File: src/rtl/sub_pipe_arbiter.sv
// Round-robin arbiter sharing one fixed-latency subtract pipeline among NUM_REQ requesters.
// Optional statistics counters are compiled in when SUB_PIPE_STATS_EN is defined.
module sub_pipe_arbiter #(
  parameter int NUM_REQ    = 4,
  parameter int DATA_WIDTH = 32,
  parameter int LATENCY    = 3
) (
  input  logic                          ap_clk,
  input  logic                          ap_rst,
  input  logic [NUM_REQ-1:0]            req_valid,
  output logic [NUM_REQ-1:0]            req_ready,
  input  logic [NUM_REQ*DATA_WIDTH-1:0] req_x,
  input  logic [NUM_REQ*DATA_WIDTH-1:0] req_y,
  output logic [NUM_REQ-1:0]            rsp_valid,
  input  logic [NUM_REQ-1:0]            rsp_ready,
  output logic [NUM_REQ*DATA_WIDTH-1:0] rsp_diff,
  output logic                          pipe_start,
  output logic [DATA_WIDTH-1:0]         pipe_x,
  output logic [DATA_WIDTH-1:0]         pipe_y,
  input  logic [DATA_WIDTH-1:0]         pipe_diff,
  output logic                          ap_idle
`ifdef SUB_PIPE_STATS_EN
  ,
  output logic [31:0]                   stat_issue_cnt,
  output logic [31:0]                   stat_stall_cnt
`endif
);

  localparam int PTR_W = (NUM_REQ > 1) ? $clog2(NUM_REQ) : 1;
  localparam logic [PTR_W-1:0] LAST_REQ = PTR_W'(NUM_REQ - 1);

  logic [PTR_W-1:0]      rr_ptr;
  logic [PTR_W-1:0]      grant_idx;
  logic                  grant_any;
  logic [PTR_W:0]        scan_sum;
  logic [PTR_W-1:0]      scan_idx;
  logic [NUM_REQ-1:0]    outstanding;
  logic [NUM_REQ-1:0]    eligible;
  logic [NUM_REQ-1:0]    capture;
  logic [DATA_WIDTH-1:0] sel_x;
  logic [DATA_WIDTH-1:0] sel_y;

  // Stage 0 coincides with pipe_start; stage LATENCY lines up with pipe_diff.
  logic [LATENCY:0]      sr_valid;
  logic [PTR_W-1:0]      sr_tag [0:LATENCY];

  // No grant while reset is held, so a request cannot slip in during reset.
  assign eligible = req_valid & ~outstanding & {NUM_REQ{~ap_rst}};

  // NOTE: every always_comb output gets a default first, so no path leaves a latch.
  always_comb begin
    req_ready = '0;
    grant_any = 1'b0;
    grant_idx = '0;
    scan_sum  = '0;
    scan_idx  = '0;
    for (int k = 0; k < NUM_REQ; k++) begin
      scan_sum = {1'b0, rr_ptr} + (PTR_W+1)'(k);
      if (scan_sum >= (PTR_W+1)'(NUM_REQ)) scan_sum = scan_sum - (PTR_W+1)'(NUM_REQ);
      scan_idx = scan_sum[PTR_W-1:0];
      if (!grant_any && eligible[scan_idx]) begin
        grant_any = 1'b1;
        grant_idx = scan_idx;
      end
    end
    if (grant_any) req_ready[grant_idx] = 1'b1;
    sel_x = req_x[grant_idx*DATA_WIDTH +: DATA_WIDTH];
    sel_y = req_y[grant_idx*DATA_WIDTH +: DATA_WIDTH];
  end

  always_comb begin
    capture = '0;
    if (sr_valid[LATENCY]) capture[sr_tag[LATENCY]] = 1'b1;
  end

  assign pipe_start = sr_valid[0];
  assign ap_idle    = ~|outstanding & ~|sr_valid;

  // NOTE: state registers use non-blocking assignments so every flop samples pre-edge values.
  always_ff @(posedge ap_clk) begin
    if (ap_rst) begin
      rr_ptr      <= '0;
      outstanding <= '0;
      rsp_valid   <= '0;
      rsp_diff    <= '0;
      pipe_x      <= '0;
      pipe_y      <= '0;
      sr_valid    <= '0;
      // NOTE: the tag array is small flop storage, so it is cleared with everything else.
      for (int s = 0; s <= LATENCY; s++) sr_tag[s] <= '0;
    end else begin
      sr_valid  <= {sr_valid[LATENCY-1:0], grant_any};
      sr_tag[0] <= grant_idx;
      for (int s = 1; s <= LATENCY; s++) sr_tag[s] <= sr_tag[s-1];

      if (grant_any) begin
        rr_ptr <= (grant_idx == LAST_REQ) ? '0 : grant_idx + PTR_W'(1);
        pipe_x <= sel_x;
        pipe_y <= sel_y;
      end

      // Set and clear never collide: a requester with a pending result is not eligible.
      outstanding <= (outstanding | req_ready) & ~(rsp_valid & rsp_ready);
      rsp_valid   <= (rsp_valid & ~rsp_ready) | capture;
      for (int i = 0; i < NUM_REQ; i++) begin
        if (capture[i]) rsp_diff[i*DATA_WIDTH +: DATA_WIDTH] <= pipe_diff;
      end
    end
  end

`ifdef SUB_PIPE_STATS_EN
  always_ff @(posedge ap_clk) begin
    if (ap_rst) begin
      stat_issue_cnt <= '0;
      stat_stall_cnt <= '0;
    end else begin
      if (grant_any && (stat_issue_cnt != 32'hFFFF_FFFF))
        stat_issue_cnt <= stat_issue_cnt + 32'd1;
      if (|req_valid && !grant_any && (stat_stall_cnt != 32'hFFFF_FFFF))
        stat_stall_cnt <= stat_stall_cnt + 32'd1;
    end
  end
`endif

endmodule

File: config.mk
export PLATFORM = sky130hd
export DESIGN_NAME = sub_pipe_arbiter
export DESIGN_NICKNAME = d
export VERILOG_FILES = /design/src/rtl/sub_pipe_arbiter.sv
export SDC_FILE = /design/constraint.sdc
export NUM_CORES = 1
export LEC_CHECK = 0
export BUFFER_PORTS_ARGS = -buffer_cell sky130_fd_sc_hd__buf_2
export CAP_MARGIN = 20
export CORE_MARGIN = 10
export CORE_UTILIZATION = 23
export CTS_CLUSTER_SIZE = 12
export DETAILED_ROUTE_END_ITERATION = 16
export GPL_ROUTABILITY_DRIVEN = 0
export PLACE_DENSITY = 0.52
export SLEW_MARGIN = 20
export SYNTH_ARGS = -nofsm -noshare
export SYNTH_HDL_FRONTEND = slang
export SYNTH_SLANG_ARGS = --single-unit
File: constraint.sdc
create_clock -name ap_clk -period 2.4 [get_ports ap_clk]
set_input_delay 0.36 -clock ap_clk [delete_from_list [all_inputs] [get_ports ap_clk]]
set_output_delay 0.36 -clock ap_clk [all_outputs]
set_load 0.005 [all_outputs]
==> summary.md <==
| Metric | Value |
|---|---|
| Router iterations before antenna repair | `6` |
| Count of final hold-check violations | `0` |
| R2R setup slack | `around 200 ps` |
| Fin Hold WS | `approximately 57 ps` |
| Placed instance count | `2178` |
| Drt wl/cell | `21.8 um` |
| Detailed-route via count | `10800` |
| Clock transition at path regs | `60 ps` |
| CP Capture Type | `output pin` |
| Status | `finished, violations left` |
| PD cells | `between 700 and 800 nW/um^2` |
| Clock root buffer master | `clkbuf_16` |
| WP data required | `2040 ps` |
| Via-per-instance ratio | `approximately 4.8` |
| Port bufs | `499` |
| Post-Syn Area per Cell | `8.53 um^2` |
| Finished Layout Cells | `2256` |
| Synth Cell Area | `10100 um^2` |
| RSZ-0062 raised after global routing | `yes` |
| FP Rows | `76` |
| Total die area | `52600 um^2` |
| Final min period | `2500 ps` |
| Final critical-path share of the clock period | `104%` |
| Yosys top cell area share | `42.5%` |
| Yosys warning total | `0` |
| I/O pin count | `500` |
| Maximum VDD drop | `approximately 0.00037 V` |
| Slew HR | `38.1%` |
| Routed WL | `49200 um` |
| Fraction of registers with async set or reset after synthesis | `0%` |
| Number of cells produced by synthesis | `1183` |
| Max Clk Rate | `0.400 GHz` |
| Sequential fraction of the synthesis area | `42.5%` |
| Post-synth cell types | `35` |
| Share of cells above drive strength 1 | `37.8%` |
| Pin count of the biggest net entering global routing | `146` |
| # setup viols final | `2` |
| Sum Neg Setup Slack | `-145 ps` |
| Initial antenna violation count | `28` |
| Core Region | `43200 um^2` |
| Synthesized flop and latch total | `approximately 210` |
| Critical Path AT | `2140 ps` |
| Vert. Die Dim | `229 um` |
| Failing checks | `negative setup slack` |
| Post-synth EDFFs | `0` |
| Clk_lat worst skew | `between 500 and 600 ps` |
| Fin. max-slew vios | `0` |
| Most frequent cell after synthesis | `nand2_1` |
| Syn_nets | `1482` |
| Initial core utilization | `23.4%` |
| Num Clock Sinks | `214` |
| GRT overflow | `0` |
| Layout Area Growth over Synthesis | `44.6%` |
| Top post-synthesis cells by count | `nand2_1, dfxtp_1, a21oi_1` |
| Worst Tran Pin Value | `928 ps` |
| Global-route wire length before repair | `71500 um` |
| Startpoint Class | `register` |
| Primary FF master, synth | `dfxtp_1` |
| Max clock buf depth | `3` |
| Setup WS post-layout | `-97.1 ps` |
| Die width | `229 um` |
| Top cell type by total area after synthesis | `dfxtp_1` |
| DRC | `0` |
| H-tree depth | `1` |
| Nets | `1935` |
| Drt first-iter violations | `735` |
| MaxCap Viol Count | `0` |
| Total track usage | `17.4%` |
| Post-DP HPWL | `36400 um` |
| Lkg Pwr | `6.39 nW` |
| CTS tree | `built` |
| Clock Skews | `~19 ps` |
| Top cells by area, synth | `dfxtp_1, mux2i_1, nand4b_1` |
| Crit Path Category | `reg -> out` |
| Worst Hold Class | `in -> reg` |
| TritonCTS Buffers | `27` |
| Vias in the first global route | `11000` |
| DRT antenna net count | `0` |
| Crit path max fanout | `5` |
| Finished Core Util | `about a third` |
[cells in the final DEF, fill, tap and decap left out, types with 2 or more instances in the layout]
| cell | synthesis | layout |
|---|---|---|
| inv_2 | 2 | 2 |
| clkbuf_8 | 0 | 7 |
| a21oi_1 | 201 | 200 |
| clkinv_2 | 0 | 3 |
| diode_2 | 0 | 15 |
| dfxtp_1 | 214 | 210 |
| nor2b_2 | 0 | 2 |
| dfxtp_4 | 0 | 3 |
| buf_6 | 5 | 3 |
| a311oi_4 | 0 | 2 |
| buf_2 | 8 | 496 |
| or4_1 | 2 | 2 |
| nand2b_4 | 0 | 2 |
| nand2_1 | 262 | 261 |
| clkbuf_16 | 0 | 27 |
| clkinvlp_4 | 0 | 3 |
| nor4b_4 | 0 | 2 |
| nor2b_1 | 14 | 11 |
| bufinv_16 | 0 | 6 |
| nor2_4 | 0 | 4 |
| buf_4 | 2 | 35 |
| inv_1 | 5 | 4 |
| nand4b_1 | 128 | 128 |
| clkbuf_1 | 104 | 2 |
| a211oi_1 | 67 | 67 |
| nor3b_2 | 0 | 2 |
| nor2_1 | 7 | 3 |
| o211ai_1 | 2 | 2 |
| or2_2 | 2 | 2 |
| nand2b_1 | 7 | 5 |
| buf_12 | 0 | 11 |
| mux2i_1 | 128 | 128 |
[worst max-delay path, stage by stage, from the launching register on]
cell      delay [ps]
dfxtp_4          370
nor4b_4          340
a311oi_4          70
o221ai_4         280
inv_4             90
ha_4             170
and2_4           130
buf_6            120
[cell type report]
class | instances | area, um^2
timing repair buffer | 546 | 3010
multi-input combinational | 840 | 5460
clock inverter | 13 | 238
fill | 4624 | 28600
inverter | 7 | 28.8
antenna | 15 | 37.5
sequential | 214 | 4300
tap | 585 | 732
clock buffer | 36 | 779
[metal layers]
metal	GRT usage, %	routed length, um	vias up
li1	-	-	5158
met4	5.32	1280	18
met2	29.4	24000	452
met1	20.0	19500	5089
met5	0	119	-
met3	6.63	4340	79
[path summary, 6_finish.rpt]
path | cells past startpoint | start | end
max reg2reg | 12 | outstanding[3] | outstanding[3]
min reg2reg | 1 | sr_tag[0][0] | sr_tag[0][2]
max | 7 | outstanding[2] | req_ready[3]
min | 2 | rsp_ready[0] | outstanding[0]
[cells by family (layout without fill, tap and decap cells)]
group           after synthesis  count (layout)  share of synthesized area [%]
buf+inv                     129             602                           5.35
simple gates                432             432                           23.4
flops                       214             214                           42.5
mux                         128             128                           12.7
other cells                   0              15                              0
fa+ha+maj                     1               1                          0.124
compound gates              279             279                           15.9
[where the power goes]
group / total (W) / leakage, nW / internal [W] / switching, W
combinational: 0.00213 / 4.15 / 0.000967 / 0.00116
sequential: 0.00397 / 1.75 / 0.00381 / 0.000157
clock: 0.00461 / 0.492 / 0.00293 / 0.00168
[state kept, by name, indices dropped and copies added, names as in the netlist]
name and count:
outstanding 4, pipe_x 32, pipe_y 32, rr_ptr 2, rsp_diff 128, rsp_valid 4, sr_tag 8, sr_valid 4
[timing repair]
item	in CTS	in global routing
hold buffers	1	0
endpoints found under the hold margin	1	0
resized for setup	33	6
buffers inserted	8	5
pin swaps	6	9
endpoints found under the setup margin	4	4
[through the flow]
step	cell area [um^2]	total power, W	setup slack [ps]
4_1_cts	14500	0.0108	-101
3_3_place_gp	13200	0.00606	99.4
3_5_place_dp	13200	0.00608	49.8
5_1_grt	14600	0.0112	-161
2_1_floorplan	10100	0.00510	150
6_report	14600	0.0107	-97.1
No activity file was read; power rests on OpenSTA's default activity.
